[src/rtl/ipsxe_floating_point_log_16_obuf_v1_0.sv]
// Credit-gated result buffer for the half-precision ln core: FWFT FIFO with upstream credit flow.
// Define IPSXE_LOG16_OBUF_STATUS_EN to generate the o_fifo_count / o_ovf_err status outputs.
module ipsxe_floating_point_log_16_obuf_v1_0 #(
    parameter int unsigned DATA_WIDTH = 16,
    parameter int unsigned FIFO_DEPTH = 16
) (
    input  logic                          i_clk,
    input  logic                          i_rst,
    input  logic                          i_s_tvalid,
    output logic                          o_s_tready,
    output logic                          o_core_valid,
    input  logic [DATA_WIDTH-1:0]         i_res_data,
    input  logic [2:0]                    i_res_flags,
    input  logic                          i_res_valid,
    output logic [DATA_WIDTH-1:0]         o_m_tdata,
    output logic [2:0]                    o_m_tuser,
    output logic                          o_m_tvalid,
    input  logic                          i_m_tready,
    output logic [$clog2(FIFO_DEPTH):0]   o_fifo_count,
    output logic                          o_ovf_err
);

    localparam int unsigned AW = $clog2(FIFO_DEPTH);
    localparam int unsigned PW = AW + 1;
    localparam int unsigned EW = DATA_WIDTH + 3;
    localparam logic [AW:0] PtrOne     = PW'(1);
    localparam logic [AW:0] CreditInit = PW'(FIFO_DEPTH);

    logic [AW:0]   credit_q, credit_d;
    logic [AW:0]   wr_ptr_q, rd_ptr_q;
    logic [EW-1:0] mem [FIFO_DEPTH];

    logic empty, full, up_hs, dn_hs, wr_en;

    assign empty = (wr_ptr_q == rd_ptr_q);
    assign full  = (wr_ptr_q[AW] != rd_ptr_q[AW]) && (wr_ptr_q[AW-1:0] == rd_ptr_q[AW-1:0]);

    // Credits count entries not yet claimed by an in-flight or stored result.
    assign o_s_tready   = (credit_q != '0);
    assign o_core_valid = i_s_tvalid & o_s_tready;

    assign o_m_tvalid = !empty;
    assign up_hs      = o_core_valid;
    assign dn_hs      = o_m_tvalid & i_m_tready;
    // A full FIFO still accepts a write when the head leaves in the same cycle.
    assign wr_en      = i_res_valid & (!full | dn_hs);

    always_comb begin
        credit_d = credit_q;
        if (up_hs && !dn_hs) begin
            credit_d = credit_q - PtrOne;
        end else if (dn_hs && !up_hs) begin
            credit_d = credit_q + PtrOne;
        end
    end

    always_ff @(posedge i_clk or posedge i_rst) begin
        if (i_rst) begin
            credit_q <= CreditInit;
            wr_ptr_q <= '0;
            rd_ptr_q <= '0;
        end else begin
            credit_q <= credit_d;
            if (wr_en) begin
                wr_ptr_q <= wr_ptr_q + PtrOne;
            end
            if (dn_hs) begin
                rd_ptr_q <= rd_ptr_q + PtrOne;
            end
        end
    end

    // Storage is not reset; only the pointers define validity.
    always_ff @(posedge i_clk) begin
        if (wr_en) begin
            mem[wr_ptr_q[AW-1:0]] <= {i_res_flags, i_res_data};
        end
    end

    assign {o_m_tuser, o_m_tdata} = mem[rd_ptr_q[AW-1:0]];

`ifdef IPSXE_LOG16_OBUF_STATUS_EN
    logic ovf_q;

    always_ff @(posedge i_clk or posedge i_rst) begin
        if (i_rst) begin
            ovf_q <= 1'b0;
        end else if (i_res_valid && !wr_en) begin
            ovf_q <= 1'b1;
        end
    end

    assign o_fifo_count = wr_ptr_q - rd_ptr_q;
    assign o_ovf_err    = ovf_q;
`else
    assign o_fifo_count = '0;
    assign o_ovf_err    = 1'b0;
`endif

endmodule

[config.mk]
export PLATFORM = sky130hd
export DESIGN_NAME = ipsxe_floating_point_log_16_obuf_v1_0
export DESIGN_NICKNAME = d
export VERILOG_FILES = /design/src/rtl/ipsxe_floating_point_log_16_obuf_v1_0.sv
export SDC_FILE = /design/constraint.sdc
export NUM_CORES = 1
export LEC_CHECK = 0
export ABC_AREA = 1
export CAP_MARGIN = 20
export CORE_AREA = 4 4 162 179
export CTS_CLUSTER_SIZE = 16
export DETAILED_ROUTE_END_ITERATION = 8
export DIE_AREA = 0 0 166 183
export GPL_ROUTABILITY_DRIVEN = 0
export HOLD_SLACK_MARGIN = 0.15
export PLACE_DENSITY = 0.69
export SLEW_MARGIN = 20
export SYNTH_ARGS = -nofsm -noshare
export SYNTH_HDL_FRONTEND = slang
export SYNTH_SLANG_ARGS = --single-unit
[constraint.sdc]
create_clock -name i_clk -period 2.3 [get_ports i_clk]
set_input_delay 0.46 -clock i_clk [delete_from_list [all_inputs] [get_ports i_clk]]
set_output_delay 0.46 -clock i_clk [all_outputs]
set_load 0.02 [all_outputs]
Word-level counts from Yosys, hierarchy flattened
Memories as Yosys holds them, arrays and structs flattened.
Index checks and enable logic that the tools add are counted.

word-level totals
  flip-flop bits (word level) = 15
  logic and storage cells = 28
  input port bits = 24
  memories = 1
  output and inout port bits = 28
  RAM bits = 304

memory list
  name  depth  width  rd ports  clocked after memory_dff  wr ports  RTL line  source
  mem   16     19     1         0                         1         31        logic [EW-1:0] mem [FIFO_DEPTH];

operators by class
  add/subtract/negate cells = 4
  eq/ne operators = 3
  mux-type cells = 4
  bitwise gates (word level) = 4
  reductions and logical operators = 9

operators by type and width
  kind                                                                number
  5-bit by 1-bit adder with 5-bit output, second input constant       3
  5-bit 2-to-1 mux                                                    2
  5-bit equality test                                                 1
  5-bit nonzero test                                                  1
  5-bit by 1-bit subtractor with 5-bit output, second input constant  1
  4-bit equality test                                                 1
  1-bit zero test                                                     4
  1-bit bitwise AND                                                   3
  1-bit logical AND                                                   3
  1-bit 2-to-1 mux                                                    2
  2-bit nonzero test                                                  1
  1-bit inequality test                                               1
  1-bit OR                                                            1

Longest topological paths before layout
Gate-level depths: netlist of run 1.

  depth after elaboration = 7
  depth in mapped cells = 16
  gate-level depth less buffers = 15

Worst setup path before layout of run 1
Ideal clock, no wire load.

  path type = register to register
  from = reg rd_ptr_q[0]
  to = reg credit_q[4]
  required time = 2239 ps
  setup slack = -4 ps
  buffers on the path = 1
  clock period less this slack = 2304 ps
  library setup time = 61 ps
  arrival time = 2243 ps
  stages on the path, launching flop included = 16
  path through = dfrtp_1 > buf_4 > nand2_1 > nand2_1 > nor2_2 > nand3_2 > nand2_2 > ha_1 > inv_1 > fa_1 > inv_1 > nand3_1 > nand2_1 > xnor2_1 > nand2_1 > nand2_1

between the ends
  cells in the longest elaborated chain, start to end = 6
  elaborated cells between the ends (all ways) = 8
  those cells by class = eq/ne: 1; mux: 1; bitwise: 1; reduce/logical: 5

ends and longest elaborated chain
  what                                                           RTL line  source
  start: declaration                                             30        logic [AW:0] wr_ptr_q, rd_ptr_q;
  start signal: assignment                                       68        rd_ptr_q <= rd_ptr_q + PtrOne;
  5-bit equality test *                                          35        assign empty = (wr_ptr_q == rd_ptr_q);
  1-bit zero test *                                              42        assign o_m_tvalid = !empty;
  named net o_m_tvalid                                           17        output logic o_m_tvalid,
  1-bit bitwise AND *                                            44        assign dn_hs = o_m_tvalid & i_m_tready;
  1-bit zero test                                                50        if (up_hs && !dn_hs) begin
  1-bit logical AND                                              50
  5-bit 2-to-1 mux / 2-bit nonzero test (equally long branches)  --
  end signal: assignment                                         59        credit_q <= CreditInit;
  end signal: assignment                                         63        credit_q <= credit_d;
  end: declaration                                               29        logic [AW:0] credit_q, credit_d;

The timed path passes the listed nets; every way through them passes the cells marked *.
A chain may end at the register's enable or synchronous reset.

Worst setup path after layout of run 1
  from = reg rd_ptr_q[0]
  to = out o_m_tuser[1]

between the ends
  cells in the longest elaborated chain, start to end = 1

ends and longest elaborated chain
  what                RTL line  source
  memory 16 x 19 bit  --
  end: declaration    16        output logic [2:0] o_m_tuser,

No other way between the ends.

==> flow_metrics.py, run 1 <==
metrics = {
    "power": {
        "p_sw_share_pct": 36.6,
        "power.density_nw_per_um2": 1350,
        "p_seq_share_pct": 31.3,
        "intPower_uw": 14800,
        "power_frac_comb_pct": 46.4,
        "ir_drop_mv": 0.940,
        "total_power_uw": 23300,
        "p_leak_uw": 0.00652,
        "power_frac_clock_pct": 22.3,
        "power.net_switching_uw": 8530,
    },
    "detailed_routing": {
        "drt-pass1-iter-count": 6,
        "wirelength_um": 35800,
        "wl_per_cell_um": 20.8,
        "vias_per_cell": 5.48,
        "num_vias": 9445,
        "route.detailed.drc": 0,
        "ant_nets": 0,
        "drtIter0Drc": 990,
    },
    "worst_setup_path": {
        "crit_type": "reg2out",
        "r2r_end": "mem[3][11]",
        "startpoint": "rd_ptr_q[0]",
        "end_kind": "output pin",
        "timing.rr.start": "rd_ptr_q[0]",
        "r2r_slack_ns": -0.07,
        "worst-r2r-cell-count": 12,
        "critical_path.max_fanout": 8,
        "crit_end": "o_m_tuser[1]",
        "arrival_ns": 2.19,
        "crit_path_start_kind": "flip-flop",
        "required_ns": 1.84,
    },
    "floorplanning": {
        "dieWidth_um": 166,
        "io_pins": 52,
        "dieArea_um2": 30400,
        "core-area_um2": 27000,
        "die_y_um": 183,
        "fp-row-count": 63,
        "initial_core_util_pct": 49.7,
    },
    "yosys": {
        "ys_types": 26,
        "synth_edf_count": 304,
        "synth_top_area_share_pct": 68.0,
        "synth_area_leaders": "edfxtp_1, nand2_1, nor2_1",
        "yosysWarningCount": 0,
        "synth_area_per_cell_um2": 11.1,
        "synthArstFlopShare_pct": 4.70,
        "yosysSeqAreaShare_pct": 70.8,
        "synth-seq-cells": 319,
        "yosysTopAreaCell": "edfxtp_1",
        "syn_inst": 1210,
        "yosysMostFrequentCell": "nand2_1",
        "synthTopCellsByCount": "nand2_1, edfxtp_1, nor2_1",
        "synth_area_um2": 13400,
        "ys.flop_type": "edfxtp_1",
    },
    "clock_network": {
        "cts_made_buffers": 30,
        "htreeDepth": 1,
        "clk_latency_ns": 0.55,
        "cts_hold_buffers": 0,
        "tritoncts": "built",
        "clk_pin_slew_ns": 0.07,
        "clkSinkCount": 319,
        "cts_max_path_buffers": 3,
        "cts_root_buffer": "clkbuf_16",
    },
    "global_route": {
        "grt_pass1_vias": 9179,
        "overflow": 0,
        "grt_pass1_wl_um": 52200,
        "grt_use_total_pct": 21.9,
        "grt_max_degree": 31,
        "grt_antenna_before_repair": 0,
    },
    "timing": {
        "final.setup_skew_ns": 0.0110,
        "slew_viol_final": 0,
        "setup_viol": 309,
        "worst_pin_slew_ns": 0.636,
        "hold_viol_final": 0,
        "max_slew_margin_pct": 57.6,
        "fin_crit_ns": 2.65,
        "timing.final.ws_setup_ns": -0.347,
        "finalCritPeriodShare_pct": 115,
        "rsz0062_at_grt": "true",
        "timing.fmax_ghz": 0.378,
        "tns_ns": -17.70,
    },
    "final_layout": {
        "n_antenna_cell": 0,
        "final_nets": 1379,
        "drive_gt1_share_pct": 24.1,
        "nFillCells": 1941,
        "syn_to_final_growth_pct": 28.9,
    },
    "placement": {
        "pre_cts_ws_ns": -0.224,
        "io_buffers": 45,
        "hpwl_um": 20200,
    },
    "status": {
        "status": "finished with violations",
        "violations": "negative setup slack",
    },
    "run": {
        "cap_violations": 0,
    },
    "worst_hold_path": {
        "hp-class": "in2async",
    },
}
[cell usage in the layout, fill, tap and decap left out, drive strengths merged]
cell type	count
a31oi	1
fa	1
clkinvlp	2
bufinv	6
a21oi	3
conb	6
o21ai	135
inv	38
nand2	334
edfxtp	304
dfrtp	14
clkdlybuf4s50	23
xor2	6
dlygate4sd2	2
clkinv	14
nand3	75
clkbuf	44
bufbuf	2
dfstp	1
ha	9
buf	131
xnor2	3
nor2	214
[how the worst min path moves through the flow]
stage / cells after the start / start / slack, ns / end
floorplan: 1 / i_rst / 0.36 / credit_q[0]
global placement: 2 / credit_q[4] / 0.48 / credit_q[4]
detailed placement: 1 / credit_q[0] / 0.49 / credit_q[0]
CTS: 2 / i_rst / 0.30 / wr_ptr_q[2]
global route: 2 / i_rst / 0.33 / wr_ptr_q[4]
finish: 2 / i_rst / 0.29 / rd_ptr_q[0]
[metal layers]
layer	share of wire, %	GRT usage (%)	vias to the layer above
met5	0	0	-
met4	3.8	8.61	0
met3	6.7	2.80	94
met2	50	37.8	418
met1	40	28.6	4566
li1	-	-	4367
[metrics by stage]
stage                     std cells  instance area, um^2  util (%)  hold slack (ns)
final                          1725                17300      64.0            0.285
after global routing           1725                17300      64.0            0.330
after CTS                      1710                16600      61.5            0.304
after detailed placement       1639                15100      55.7            0.490
after global placement         1639                15100      55.7            0.484
after floorplan                1215                13500         -            0.361
[area by class of cell]
type	count	area, um^2	area share (%)
sequential	319	9510	55.0
clock buffer	34	787	4.55
clock inverter	21	256	1.48
multi-input combinational	787	3930	22.7
inverter	39	166	0.961
timing repair buffer	168	2220	12.8
tap	357	447	2.58
[what timing repair did]
action / CTS / global route
pin swaps: 15 / 36
setup endpoints to repair: 39 / 329
buffers inserted: 13 / 5
endpoints found under the hold margin: 0 / 0
resized for setup: 215 / 155
cloned: 3 / 12
[worst max-delay path: stages, from the launching register on]
cell and delay [ns]:
dfrtp_4 0.55, clkinv_8 0.15, buf_12 0.17, buf_4 0.14
nand2_2 0.04, nand2_1 0.06, nand2_1 0.07, o21ai_1 0.06
nand2_1 0.05, nand2_1 0.05, inv_1 0.06, nand2_2 0.08
buf_6 0.14
[kinds of logic after synthesis]
| group | after synthesis | share of synthesized area, % |
|---|---|---|
| and+or+nand+nor | 623 | 18.3 |
| DFF | 319 | 70.8 |
| AOI/OAI and AO/OA | 139 | 5.19 |
| other | 1 | 0.0279 |
| adders and majority gates | 10 | 0.988 |
| buffers and inverters | 109 | 4.14 |
| xor gates and xnor gates | 9 | 0.587 |
[registers in the layout, indices dropped and copies added, names as in the netlist]
signal,flops
credit_q,5
mem,304
rd_ptr_q,5
wr_ptr_q,5
[power by group through the flow]
stage | clock [uW] | sequential (uW) | combinational (uW)
finish | 5210 | 7300 | 10800
global route | 5530 | 7350 | 11600
CTS | 5280 | 7250 | 9410
detailed placement | 0 | 7340 | 8420
global placement | 0 | 7320 | 8290
floorplan | 0 | 7230 | 4930
(Power assumes the default switching activity.)
==> inputs of run 2 (changes only) <==
Settings changed: CAP_MARGIN 20 to not set, CORE_AREA 4 4 162 179 to 4 4 154 171, DIE_AREA 0 0 166 183 to 0 0 158 175, PLACE_DENSITY 0.69 to 0.73.
==> run 2 against run 1 <==
Net effect: largest power group unchanged; highest routed layer is now met5; via count decreased by 0.47%; clock power decreased by 16%; non-clock buffer count decreased by 18; critical endpoint is now o_m_tdata[3]; wire length decreased by 3.0%; the run still ends with negative setup slack left.
==> flow_metrics.py, run 2 (synthesis results as in run 1) <==
metrics = {
    "placement": {
        "hpwl_um": 18700,
        "io_buffers": 45,
        "pre_cts_ws_ns": -0.201,
    },
    "status": {
        "violations": "negative setup slack",
        "status": "finished with violations",
    },
    "clock_network": {
        "cts_root_buffer": "clkbuf_16",
        "cts_hold_buffers": 0,
        "tritoncts": "built",
        "clk_latency_ns": 0.57,
        "htreeDepth": 1,
        "cts_made_buffers": 30,
        "clkSinkCount": 319,
        "clk_pin_slew_ns": 0.06,
        "cts_max_path_buffers": 3,
    },
    "power": {
        "power.net_switching_uw": 8180,
        "p_leak_uw": 0.00630,
        "ir_drop_mv": 0.771,
        "intPower_uw": 13600,
        "p_seq_share_pct": 33.5,
        "power_frac_clock_pct": 20.2,
        "power.density_nw_per_um2": 1300,
        "power_frac_comb_pct": 46.2,
        "p_sw_share_pct": 37.6,
    },
    "timing": {
        "slew_viol_final": 0,
        "setup_viol": 316,
        "max_slew_margin_pct": 57.9,
        "timing.final.ws_setup_ns": -0.424,
        "final.setup_skew_ns": 0.0234,
        "hold_viol_final": 0,
        "timing.fmax_ghz": 0.367,
        "finalCritPeriodShare_pct": 118,
        "whs_ns": 0.281,
        "worst_pin_slew_ns": 0.631,
        "rsz0062_at_grt": "true",
        "fin_crit_ns": 2.72,
    },
    "worst_setup_path": {
        "critical_path.max_fanout": 9,
        "arrival_ns": 2.26,
        "required_ns": 1.84,
        "crit_path_start_kind": "flip-flop",
        "crit_type": "reg2out",
        "startpoint": "rd_ptr_q[0]",
        "timing.rr.start": "rd_ptr_q[0]",
        "end_kind": "output pin",
    },
    "detailed_routing": {
        "route.detailed.drc": 0,
        "vias_per_cell": 5.68,
        "wl_per_cell_um": 21.0,
        "num_vias": 9401,
        "drtIter0Drc": 865,
        "wirelength_um": 34800,
        "drt-pass1-iter-count": 6,
        "ant_nets": 0,
    },
    "global_route": {
        "grt_pass1_wl_um": 51400,
        "grt_use_total_pct": 24.3,
        "grt_antenna_before_repair": 1,
        "grt_max_degree": 46,
        "overflow": 0,
        "grt_pass1_vias": 9181,
    },
    "floorplanning": {
        "fp-row-count": 60,
        "dieArea_um2": 27700,
        "io_pins": 52,
        "dieWidth_um": 158,
        "initial_core_util_pct": 55.0,
        "core-area_um2": 24400,
        "die_y_um": 175,
    },
    "final_layout": {
        "final_common_cell": "nand2_1",
        "multi_input_area_um2": 3800,
        "n_antenna_cell": 0,
        "final_cell_mix": "nand2_1, edfxtp_1, nor2_1",
        "syn_to_final_growth_pct": 24.9,
        "nFillCells": 1621,
        "final-seq-area_um2": 9510,
        "drive_gt1_share_pct": 19.9,
        "final_nets": 1361,
        "largest_register_ffs": 304,
    },
    "run": {
        "cap_violations": 0,
    },
    "worst_hold_path": {
        "hp-class": "in2async",
    },
}
## run 2: worst paths after layout
kind	slack, ns	depth (start not counted)	endpoint
worst max-delay path	-0.42	11	o_m_tdata[3]
max in group asynchronous	1.55	2	rd_ptr_q[0]
min in group i_clk	0.49	2	credit_q[4]
worst min-delay path	0.28	2	credit_q[0]
worst min register to register	0.49	2	credit_q[4]
worst max register to register	-0.23	16	credit_q[4]
## run 2: power by group through the flow
| stage | clock, uW | combinational (uW) | sequential (uW) |
|---|---|---|---|
| 6_report | 4400 | 10100 | 7290 |
| 4_1_cts | 4430 | 9380 | 7270 |
| 3_3_place_gp | 0 | 8160 | 7330 |
| 5_1_grt | 4730 | 10900 | 7340 |
| 2_1_floorplan | 0 | 4930 | 7230 |
| 3_5_place_dp | 0 | 8320 | 7340 |
## run 2: layout make-up
type | count | area share, %
clock inverter | 11 | 0.440
inverter | 39 | 0.963
multi-input combinational | 787 | 22.6
clock buffer | 38 | 4.66
tap | 310 | 2.31
sequential | 319 | 56.7
timing repair buffer | 150 | 12.2
## run 2: metal layers
| metal | global-route usage, % | part of all wire [%] |
|---|---|---|
| met4 | 8.99 | 4.0 |
| met1 | 32.5 | 38 |
| met2 | 40.0 | 49 |
| met5 | 0 | 0.052 |
| met3 | 4.43 | 8.5 |
## run 2: through the flow
step                total power [uW]  instance area, um^2  TNS, ns  instances  util [%]
detailed placement             15700                15000    -6.55       1586      61.4
floorplan                      12200                13500   -0.364       1215         -
global route                   23000                16800   -47.07       1654      68.7
finish                         21800                16800   -21.18       1654      68.7
global placement               15500                15000    -3.96       1586      61.4
CTS                            21100                16400    -6.80       1647      67.3
## run 2: timing repair
action,in CTS,in global routing
endpoints found under the hold margin,0,0
resized for setup,224,72
buffers inserted,4,0
cloned,8,7
pin swaps,41,18
setup endpoints to repair,300,326
## run 2: worst max-delay path, stage by stage (launching register included)
cell     delay [ns]
dfrtp_4        0.58
buf_12         0.20
buf_12         0.16
nor2_1         0.11
nor2_1         0.05
o21ai_0        0.09
nand2_1        0.10
nand2_1        0.07
nand2_1        0.06
inv_1          0.09
nand2_2        0.06
buf_6          0.13
